### config.mk
export PLATFORM = sky130hd
export DESIGN_NAME = instr_mem_loader_flat
export DESIGN_NICKNAME = d
export VERILOG_FILES = /design/src/rtl/instr_mem_loader_if.sv /design/src/rtl/instr_mem_loader.sv /design/src/flat_wrapper.sv
export SDC_FILE = /design/constraint.sdc
export NUM_CORES = 1
export LEC_CHECK = 0
export ABC_AREA = 1
export CAP_MARGIN = 20
export CORE_UTILIZATION = 50
export CTS_CLUSTER_SIZE = 40
export DETAILED_ROUTE_END_ITERATION = 12
export GPL_TIMING_DRIVEN = 0
export PLACE_DENSITY = 0.74
export SYNTH_ARGS = -nofsm -noshare
export SYNTH_HDL_FRONTEND = slang
export SYNTH_SLANG_ARGS = --single-unit
### constraint.sdc
create_clock -name i_clk -period 3.3 [get_ports i_clk]
set_input_delay 0.66 -clock i_clk [delete_from_list [all_inputs] [get_ports i_clk]]
set_output_delay 0.66 -clock i_clk [all_outputs]
set_load 0.1 [all_outputs]
### src/rtl/instr_mem_loader_if.sv
// Handshake bundle between the UART byte source and the instruction loader.
//   i_start      : one-cycle pulse that begins or restarts a load
//   i_rx_valid   : i_rx_data carries a received byte this cycle
//   i_rx_data    : received byte
//   o_wr_en      : instruction-memory write strobe, one cycle per word
//   o_wr_addr    : word address of the write
//   o_wr_data    : assembled instruction word
//   o_busy       : load in progress
//   o_done       : HALT word written, held until the next i_start
//   o_overflow   : memory filled without HALT, held until the next i_start
//   o_word_count : words written in the current load
// master = byte source / host side, slave = loader side.
interface instr_mem_loader_if #(
  parameter int NB_DATA = 8,
  parameter int NB_INST = 32,
  parameter int NB_ADDR = 8
);
  logic               i_start;
  logic               i_rx_valid;
  logic [NB_DATA-1:0] i_rx_data;
  logic               o_wr_en;
  logic [NB_ADDR-1:0] o_wr_addr;
  logic [NB_INST-1:0] o_wr_data;
  logic               o_busy;
  logic               o_done;
  logic               o_overflow;
  logic [NB_ADDR:0]   o_word_count;

  modport master (
    output i_start, i_rx_valid, i_rx_data,
    input  o_wr_en, o_wr_addr, o_wr_data, o_busy, o_done, o_overflow, o_word_count
  );

  modport slave (
    input  i_start, i_rx_valid, i_rx_data,
    output o_wr_en, o_wr_addr, o_wr_data, o_busy, o_done, o_overflow, o_word_count
  );
endinterface

### src/rtl/instr_mem_loader.sv
// Instruction memory loader: assembles big-endian 32-bit words from a byte
// stream (first byte = MSB) and writes them to sequential word addresses
// starting at 0. Loading ends once the HALT word has been written; running
// past the last address without a HALT raises o_overflow.
// Ports:
//   i_clk   : system clock, rising edge
//   i_rst_n : asynchronous active-low reset
//   bus     : instr_mem_loader_if.slave (start/byte input, write port, status)
module instr_mem_loader #(
  parameter int                 NB_DATA   = 8,
  parameter int                 NB_INST   = 32,
  parameter int                 NB_ADDR   = 8,
  parameter logic [NB_INST-1:0] HALT_INST = 32'h0000003F
) (
  input  logic               i_clk,
  input  logic               i_rst_n,
  instr_mem_loader_if.slave  bus
);

  typedef enum logic [2:0] {
    ST_IDLE,
    ST_RECV,
    ST_WRITE,
    ST_DONE,
    ST_ERR
  } state_t;

  localparam logic [NB_ADDR-1:0] ADDR_ONE = {{(NB_ADDR-1){1'b0}}, 1'b1};
  localparam logic [NB_ADDR:0]   CNT_ONE  = {{NB_ADDR{1'b0}}, 1'b1};

  state_t             state, state_n;
  logic [NB_INST-1:0] word, word_n;
  logic [1:0]         byte_cnt, byte_cnt_n;
  logic [NB_ADDR-1:0] addr, addr_n;
  logic [NB_ADDR:0]   word_count, word_count_n;
  logic [NB_ADDR-1:0] wr_addr, wr_addr_n;
  logic [NB_INST-1:0] wr_data, wr_data_n;
  logic [NB_INST-1:0] word_shift;

  assign word_shift = {word[NB_INST-NB_DATA-1:0], bus.i_rx_data};

  always_ff @(posedge i_clk or negedge i_rst_n) begin
    if (!i_rst_n) begin
      state      <= ST_IDLE;
      word       <= '0;
      byte_cnt   <= '0;
      addr       <= '0;
      word_count <= '0;
      wr_addr    <= '0;
      wr_data    <= '0;
    end else begin
      state      <= state_n;
      word       <= word_n;
      byte_cnt   <= byte_cnt_n;
      addr       <= addr_n;
      word_count <= word_count_n;
      wr_addr    <= wr_addr_n;
      wr_data    <= wr_data_n;
    end
  end

  always_comb begin
    state_n      = state;
    word_n       = word;
    byte_cnt_n   = byte_cnt;
    addr_n       = addr;
    word_count_n = word_count;
    wr_addr_n    = wr_addr;
    wr_data_n    = wr_data;

    // i_start wins in every state; write-port registers are left alone so a
    // strobe already on the bus completes with its own address and data.
    if (bus.i_start) begin
      state_n      = ST_RECV;
      word_n       = '0;
      byte_cnt_n   = '0;
      addr_n       = '0;
      word_count_n = '0;
    end else begin
      case (state)
        ST_RECV: begin
          if (bus.i_rx_valid) begin
            word_n = word_shift;
            if (byte_cnt == 2'd3) begin
              // Write-port registers load on the accepting edge so the
              // strobe appears in the very next cycle.
              byte_cnt_n = '0;
              wr_addr_n  = addr;
              wr_data_n  = word_shift;
              state_n    = ST_WRITE;
            end else begin
              byte_cnt_n = byte_cnt + 2'd1;
            end
          end
        end

        ST_WRITE: begin
          word_count_n = word_count + CNT_ONE;
          if (word == HALT_INST) begin
            state_n = ST_DONE;
          end else if (addr == '1) begin
            state_n = ST_ERR;
          end else begin
            addr_n  = addr + ADDR_ONE;
            state_n = ST_RECV;
            // A byte arriving during the strobe starts the next word.
            if (bus.i_rx_valid) begin
              word_n     = word_shift;
              byte_cnt_n = 2'd1;
            end
          end
        end

        ST_IDLE, ST_DONE, ST_ERR: begin
          state_n = state;
        end

        default: begin
          state_n = ST_IDLE;
        end
      endcase
    end
  end

  assign bus.o_wr_en      = (state == ST_WRITE);
  assign bus.o_wr_addr    = wr_addr;
  assign bus.o_wr_data    = wr_data;
  assign bus.o_busy       = (state == ST_RECV) || (state == ST_WRITE);
  assign bus.o_done       = (state == ST_DONE);
  assign bus.o_overflow   = (state == ST_ERR);
  assign bus.o_word_count = word_count;

endmodule

### src/flat_wrapper.sv
// flat-port wrapper written by rule: the top's interface ports become plain ports
module instr_mem_loader_flat 
#(
  parameter int                 NB_DATA   = 8,
  parameter int                 NB_INST   = 32,
  parameter int                 NB_ADDR   = 8,
  parameter logic [NB_INST-1:0] HALT_INST = 32'h0000003F
)
  (i_clk, i_rst_n, bus_i_start, bus_i_rx_valid, bus_i_rx_data, bus_o_wr_en, bus_o_wr_addr, bus_o_wr_data, bus_o_busy, bus_o_done, bus_o_overflow, bus_o_word_count);
  instr_mem_loader_if #(.NB_DATA(NB_DATA), .NB_INST(NB_INST), .NB_ADDR(NB_ADDR)) bus_i ();
  input  logic i_clk;
  input  logic i_rst_n;
  input wire logic [$bits(bus_i.i_start)-1:0] bus_i_start;
  input wire logic [$bits(bus_i.i_rx_valid)-1:0] bus_i_rx_valid;
  input wire logic [$bits(bus_i.i_rx_data)-1:0] bus_i_rx_data;
  output wire logic [$bits(bus_i.o_wr_en)-1:0] bus_o_wr_en;
  output wire logic [$bits(bus_i.o_wr_addr)-1:0] bus_o_wr_addr;
  output wire logic [$bits(bus_i.o_wr_data)-1:0] bus_o_wr_data;
  output wire logic [$bits(bus_i.o_busy)-1:0] bus_o_busy;
  output wire logic [$bits(bus_i.o_done)-1:0] bus_o_done;
  output wire logic [$bits(bus_i.o_overflow)-1:0] bus_o_overflow;
  output wire logic [$bits(bus_i.o_word_count)-1:0] bus_o_word_count;
  assign bus_i.i_start = bus_i_start;
  assign bus_i.i_rx_valid = bus_i_rx_valid;
  assign bus_i.i_rx_data = bus_i_rx_data;
  assign bus_o_wr_en = bus_i.o_wr_en;
  assign bus_o_wr_addr = bus_i.o_wr_addr;
  assign bus_o_wr_data = bus_i.o_wr_data;
  assign bus_o_busy = bus_i.o_busy;
  assign bus_o_done = bus_i.o_done;
  assign bus_o_overflow = bus_i.o_overflow;
  assign bus_o_word_count = bus_i.o_word_count;
  instr_mem_loader #(.NB_DATA(NB_DATA), .NB_INST(NB_INST), .NB_ADDR(NB_ADDR), .HALT_INST(HALT_INST)) u_core (.i_clk(i_clk), .i_rst_n(i_rst_n), .bus(bus_i));
endmodule
==> key figures, run 1 <==
Finish
  – ANT cells: 0
  – Area grow syn2layout: 22.86%
  – Layout cells sized above 1: about 14%
  – Most common cell after layout, fill and taps aside: nand2_1
  – Leading cell types in the layout, fill and taps excluded: nand2_1, dfrtp_1, nor2_1, clkdlybuf4s50_1, inv_1
  – Post-Layout Cell Count: 721
  – Filler cell count: 751
  – NumNets Final: 623

Power
  – Pwr/cell area: 698.2 nW/µm²
  – Cell internal pwr: 2.113 mW
  – Power share of the combinational group: 40.3%
  – Leak Pwr: 2.608 nW
  – Sequential Power Share: a little under two fifths
  – Clock power share: 22.3%
  – VDD IR max: approximately 0.7 mV
  – NetSw: around 1.7 mW
  – Sw Ratio: between 40% and 50%

Global route
  – Gr ovfl total: 0
  – Global-route wire length before repair: 17260 µm
  – Total GRT Usage: 22.71%
  – Vias in the first global route: 3603
  – Largest net degree at the start of global routing: 60
  – Initial antenna violation count: 0

Placement
  – Port bufs: 64
  – Routability cong.: 0.8203
  – DP HPWL: 7155 µm
  – Placed cells: 705

Clock network
  – Worst-path clk slew: ~0.1 ns
  – Post_cts resized: 0
  – Post-cts hold buffer count: 0
  – Clk buf depth: 2
  – Setup bufs post-CTS: 0
  – CTS HTree Levels: 3
  – # clock sinks: 94
  – CTS buffer count: 9
  – Root buffer cell: clkbuf_8
  – Worst skew pair latency: 0.36 ns
  – CTS tree: built

Synthesis
  – Synth cell types: 31
  – Simple-gate share of the synthesized area: 29.82%
  – Syn Nets: 547
  – Post-synthesis mux area share: 0.5031%
  – Mapped cell area: 4477 µm²
  – Sequential-to-total area share from yosys stat: a little over half
  – Mean Syn Cell Area: 8.415 µm²
  – Largest family of logic cells by synthesized area: simple AND/OR/NAND/NOR gates
  – Ys Warns: 0
  – Register bit total from synthesis: 94
  – Post-Synth Adder-Cell Area: 0.8385%
  – XOR/XNOR Fraction of Synth Area: 0.1956%
  – Compound-gate portion of the synthesized area: 7.826%
  – Synth Instances: around 530

Route
  – Drt total wl: 9934 µm
  – DR pass1 iterations: 5
  – Final antenna-violating net count: 0
  – Drc violations: 0
  – WL/cell: 13.78 µm
  – Routed via count: 3667
  – Initial drt markers: 164
  – DR vias/cell: 5.086

Setup path
  – Worst path required time: 2.64 ns
  – Critical Path End Type: primary output
  – Crit Path Max Fanout: 9
  – CP Class: flip-flop to primary output
  – Worst path arrival time: about 2.4 ns
  – Crit path launch type: flip-flop

STA
  – Period utilization: 92.74%
  – Tmin final: 3.060 ns
  – Worst clock skew: 0.01376 ns
  – Slew Viols, Final: 0
  – Max Fclk: 0.3268 GHz
  – Endpoints failing hold: 0
  – RSZ-0062 raised after global routing: no
  – Setup-failing EPs final: 0
  – Tightest Pin Transition: 0.9898 ns
  – WHS: 0.2424 ns
  – Slew margin rel.: 33.81%

Floorplanning
  – DIE WIDTH: 96.63 µm
  – Die Ht: roughly 97 µm
  – Ports: 65
  – Die Area: 9336 µm²
  – Core Area: 8678 µm²
  – Initial Util: 51.59%
  – # rows: 34

Min path
  – Hold Crit Class: primary input to asynchronous set/reset pin

Status
  – Status: finished clean

Job
  – Max-cap violations: 0
==> per-layer routing <==
layer / vias to the layer above / share of wire (%) / global-route usage, %
met4: 0 / 1.0 / 5.855
li1: 1830 / - / -
met3: 9 / 4.4 / 4.986
met1: 1748 / 47 / 31.99
met2: 80 / 48 / 35.81
met5: - / 0 / 0
==> logic make-up after synthesis <==
family,Yosys count
AOI/OAI and AO/OA,67
muxes,2
adders and majority gates,3
buffers and inverters,79
DFF,94
xor gates and xnor gates,1
and+or+nand+nor,286
==> per-stage QoR <==
stage | utilization (%) | total power, mW | setup WS (ns) | area, µm² | setup TNS (ns)
finish | 63.38 | 3.840 | 0.2396 | 5500 | 0
global route | 63.38 | 4.015 | 0.1718 | 5500 | 0
CTS | 63.38 | 3.861 | 0.2384 | 5500 | 0
detailed placement | 60.81 | 3.009 | 0.6386 | 5278 | 0
global placement | 60.52 | 2.987 | -1.890 | 5253 | -177.15
floorplan | - | 2.622 | 0.1138 | 4477 | 0
==> worst max-delay path, stage by stage, from the launching register on <==
cell and delay (ns):
dfrtp_1 0.49, nand3_4 0.19, inv_2 0.19, clkdlybuf4s50_1 1.16
==> power groups by stage <==
stage | Combinational, mW | Clock, mW | Sequential, mW
final | 1.55 | 0.856 | 1.44
after global routing | 1.64 | 0.915 | 1.46
after CTS | 1.56 | 0.869 | 1.44
after detailed placement | 1.55 | 0 | 1.46
after global placement | 1.53 | 0 | 1.45
after floorplan | 0.462 | 0 | 2.16
==> cell usage after synthesis, drive strengths merged <==
cell type | n | area [µm²]
nand2 | 158 | 694.4
dfrtp | 94 | 2352
nor2 | 68 | 286.5
o21ai | 56 | 280.3
inv | 55 | 206.5
nand3 | 49 | 275.3
buf | 15 | 130.1
a21oi | 9 | 56.31
clkbuf | 9 | 33.78
nor3 | 5 | 41.29
ha | 3 | 37.54
or2 | 3 | 18.77
mux2 | 2 | 22.52
nand4 | 2 | 12.51
a31oi | 1 | 6.260
nor4 | 1 | 6.260
o31ai | 1 | 7.510
xor2 | 1 | 8.760
==> sequential cells by signal, indices dropped and copies added (netlist names) <==
register and count:
u_core.byte_cnt 2, u_core.bus.o_wr_data 32, u_core.addr 8, u_core.state 3
u_core.bus.o_word_count 9, u_core.bus.o_wr_addr 8, u_core.word 32
==> worst paths after layout <==
path / startpoint / slack [ns] / depth (start not counted) / end
min: i_rst_n / 0.24 / 1 / u_core.bus.o_wr_addr[5]
max in group asynchronous: i_rst_n / 2.40 / 2 / u_core.word[1]
min in group i_clk: u_core.byte_cnt[1] / 0.49 / 2 / u_core.byte_cnt[1]
max: u_core.state[1] / 0.24 / 3 / bus_o_wr_en
min reg2reg: u_core.byte_cnt[1] / 0.49 / 2 / u_core.byte_cnt[1]
max reg2reg: u_core.addr[1] / 1.53 / 9 / u_core.word[26]
==> layout make-up <==
type	count	area, µm²	share of cell area [%]
buffer	24	163.9	2.980
timing repair buffer	65	665.6	12.10
clock buffer	9	123.9	2.252
multi-input combinational	359	1754	31.89
inverter	55	206.4	3.753
sequential	94	2352	42.77
clock inverter	7	98.84	1.797
tap	108	135.1	2.457
(Power assumes the default switching activity.)
==> run 2: changes to the inputs <==
==> constraint.sdc (replaced) <==
create_clock -name i_clk -period 3.3 [get_ports i_clk]
set_input_delay 0.66 -clock i_clk [delete_from_list [all_inputs] [get_ports i_clk]]
set_output_delay 0.66 -clock i_clk [all_outputs]
set_load 0.01 [all_outputs]
==> results of run 2 <==
Same layout as run 1 (identical final DEF). Status: finished clean.
Among the figures that moved: setup slack after placement 0.6386 ns -> 0.9876 ns; setup slack after layout 0.2396 ns -> 0.8383 ns; total power 3.840 mW -> 3.073 mW; worst IR drop on VDD 0.6808 mV -> 0.3729 mV
==> run 3: changes to the inputs <==
- clock period: 3.3 -> 2.5 ns (I/O delays scaled with it)
==> results of run 3 <==
Same layout as run 1 (identical final DEF). Status: finished clean.
Among the figures that moved: setup slack after placement 0.6386 ns -> 0.3476 ns; setup slack after layout 0.2396 ns -> 0.1983 ns; hold slack 0.2424 ns -> 0.08239 ns; register-to-register setup slack 1.53 ns -> 0.73 ns; total power 3.840 mW -> 4.057 mW; worst IR drop on VDD 0.6808 mV -> 0.4922 mV
==> RTL change: new RTL, flow settings as in run 1 <==
`NB_INST` is set to 32 in 3 places; all go to 48.
--- a/src/rtl/instr_mem_loader_if.sv
+++ b/src/rtl/instr_mem_loader_if.sv
@@ -12,7 +12,7 @@
 // master = byte source / host side, slave = loader side.
 interface instr_mem_loader_if #(
   parameter int NB_DATA = 8,
-  parameter int NB_INST = 32,
+  parameter int NB_INST = 48,
   parameter int NB_ADDR = 8
 );
   logic               i_start;
--- a/src/rtl/instr_mem_loader.sv
+++ b/src/rtl/instr_mem_loader.sv
@@ -8,7 +8,7 @@
 //   bus     : instr_mem_loader_if.slave (start/byte input, write port, status)
 module instr_mem_loader #(
   parameter int                 NB_DATA   = 8,
-  parameter int                 NB_INST   = 32,
+  parameter int                 NB_INST   = 48,
   parameter int                 NB_ADDR   = 8,
   parameter logic [NB_INST-1:0] HALT_INST = 32'h0000003F
 ) (
--- a/src/flat_wrapper.sv
+++ b/src/flat_wrapper.sv
@@ -2,7 +2,7 @@
 module instr_mem_loader_flat 
 #(
   parameter int                 NB_DATA   = 8,
-  parameter int                 NB_INST   = 32,
+  parameter int                 NB_INST   = 48,
   parameter int                 NB_ADDR   = 8,
   parameter logic [NB_INST-1:0] HALT_INST = 32'h0000003F
 )
Ports: changed (resized bus_o_wr_data); port bits go from 65 to 81. The function was not compared with the original's and may differ.
==> RTL change against run 1 <==
Worst setup slack worse by 120 ps; total power is 49% higher; wire length is 41% higher; first-iteration DRC count is 97% higher; count of clock-buffer cells in the layout is 15 higher; area after synthesis is 29% higher; sequential cell count is 32 higher; critical path type unchanged; core utilization is 3.1 points higher; global-route usage is 3.3 points higher; cell count is 32% higher; final area is 33% higher; largest power group unchanged; highest routed layer unchanged.
==> RTL change: results (changes against run 1) <==
[status]
status=finished, final reports clean

[grt]
grt_usage_pct=26.0  ; +3.3 points
grt_pass1_vias=4959  ; +38%
grt_max_degree=91  ; +52%
grt_pass1_wl_um=23500  ; +36%

[logic_synthesis]
synth-seq-area-share_pct=54.6  ; +2.1 points
synth_fp_nets=714  ; +31%
ys_types=32  ; +3.2%
syn-instance-count=699  ; +31%
synth_area_leaders=dfrtp_1 55%, nand2_1 13%, nand4_1 6.0%
ys_top_cells_by_count=203 x nand2_1, 126 x dfrtp_1, 87 x nor2_1
ys_ff_latch=126  ; +34%

[finish]
clkCellAreaFrac_pct=7.66  ; +3.6 points
nMultiInputCombCells=460  ; +28%
inverters=71  ; +29%
n_all_buffers=122  ; +37%
seqCellArea_um2=3150  ; +34%
buf_share_pct=14.1  ; -0.95 points
fin_area_um2=7330  ; +33%
nFillCells=930  ; +24%
layout-drive-gt1-share_pct=9.63  ; -4.2 points
multiInputGateArea_um2=2140  ; +22%
nets=813  ; +30%
clkbuf_count=24  ; +15

[pwr]
vdd_ir_drop_max_mv=0.639  ; -6.1%
leakage_uw=0.00353  ; +35%
p_per_area_nw_per_um2=783  ; +12%
pwr-share-comb_pct=35.3  ; -5.0 points
switching_share_pct=40.8  ; -4.2 points
pg_seq_uw=1950  ; +35%

[worst_setup_path]
r2r_start=u_core.addr[0]$_DFFE_PN0P_
crit_slowest_cell=clkdlybuf4s50_1
worst_r2r_endpoint=u_core.addr[7]$_DFFE_PN0P_
worst_r2r_path_depth=10  ; +1
slowest_delay_ps=1120  ; -40 ps
r2r_slack_ps=1360  ; -170 ps
crit_start=u_core.state[2]$_DFFE_PN0P_
path_max_fanout=9  ; unchanged
arrival_ps=2520  ; +120 ps

[sta]
fin_hold_ws_ps=137  ; -105 ps
final.setup_skew_ps=6.25  ; -7.51 ps
worst_pin_slew_ps=981  ; -8.98 ps

[drt]
dr.first_iter.drc_count=323  ; +97%
vias=5072  ; +38%
vias_per_cell=5.34  ; +5.0%
first_pass_iters=5  ; unchanged
wl_per_cell_um=14.7  ; +7.0%

[floorplan]
nWellTaps=140  ; +30%

[place]
io_buffers=79  ; +23%
gp_congestion=0.815  ; -0.66%
dpl.cell_count=919  ; +30%
dpl-instance-area_um2=6770  ; +28%
pre_cts_ws_ps=544  ; -94.9 ps
hpwl_um=9730  ; +36%

[clock_tree]
numCtsBuffers=17  ; +8
root_buffer=clkbuf_16
clk_pin_slew_ps=50  ; -50 ps
htreeDepth=4  ; +1
insertion_delay_ps=420  ; +60 ps

## RTL change: worst max-delay path by stage
stage / endpoint / slack [ps] / depth (start not counted)
final: bus_o_busy / 120 / 5
after global routing: bus_o_busy / 40 / 5
after CTS: bus_o_busy / 100 / 5
after detailed placement: bus_o_busy / 540 / 5
after global placement: u_core.bus.o_wr_data[20]$_DFFE_PN0P_ / -3220 / 1
after floorplan: bus_o_overflow / 810 / 3
## RTL change: routing by layer
| layer | global-route usage (%) | vias up | wire [um] |
|---|---|---|---|
| met5 | 0 | - | 0 |
| met4 | 11.3 | 0 | 359 |
| met3 | 5.57 | 33 | 807 |
| met2 | 41.1 | 174 | 6630 |
| met1 | 34.5 | 2418 | 6210 |
| li1 | - | 2447 | - |
## RTL change: logic make-up after synthesis
kind of cell             synth area share (%)
flip-flops                               54.6
AO/OA/AOI/OAI                            7.22
adder cells (fa/ha/maj)                 0.650
multiplexers                            0.390
AND/OR/NAND/NOR                          28.3
buffers and inverters                    8.36
XOR/XNOR                                0.455
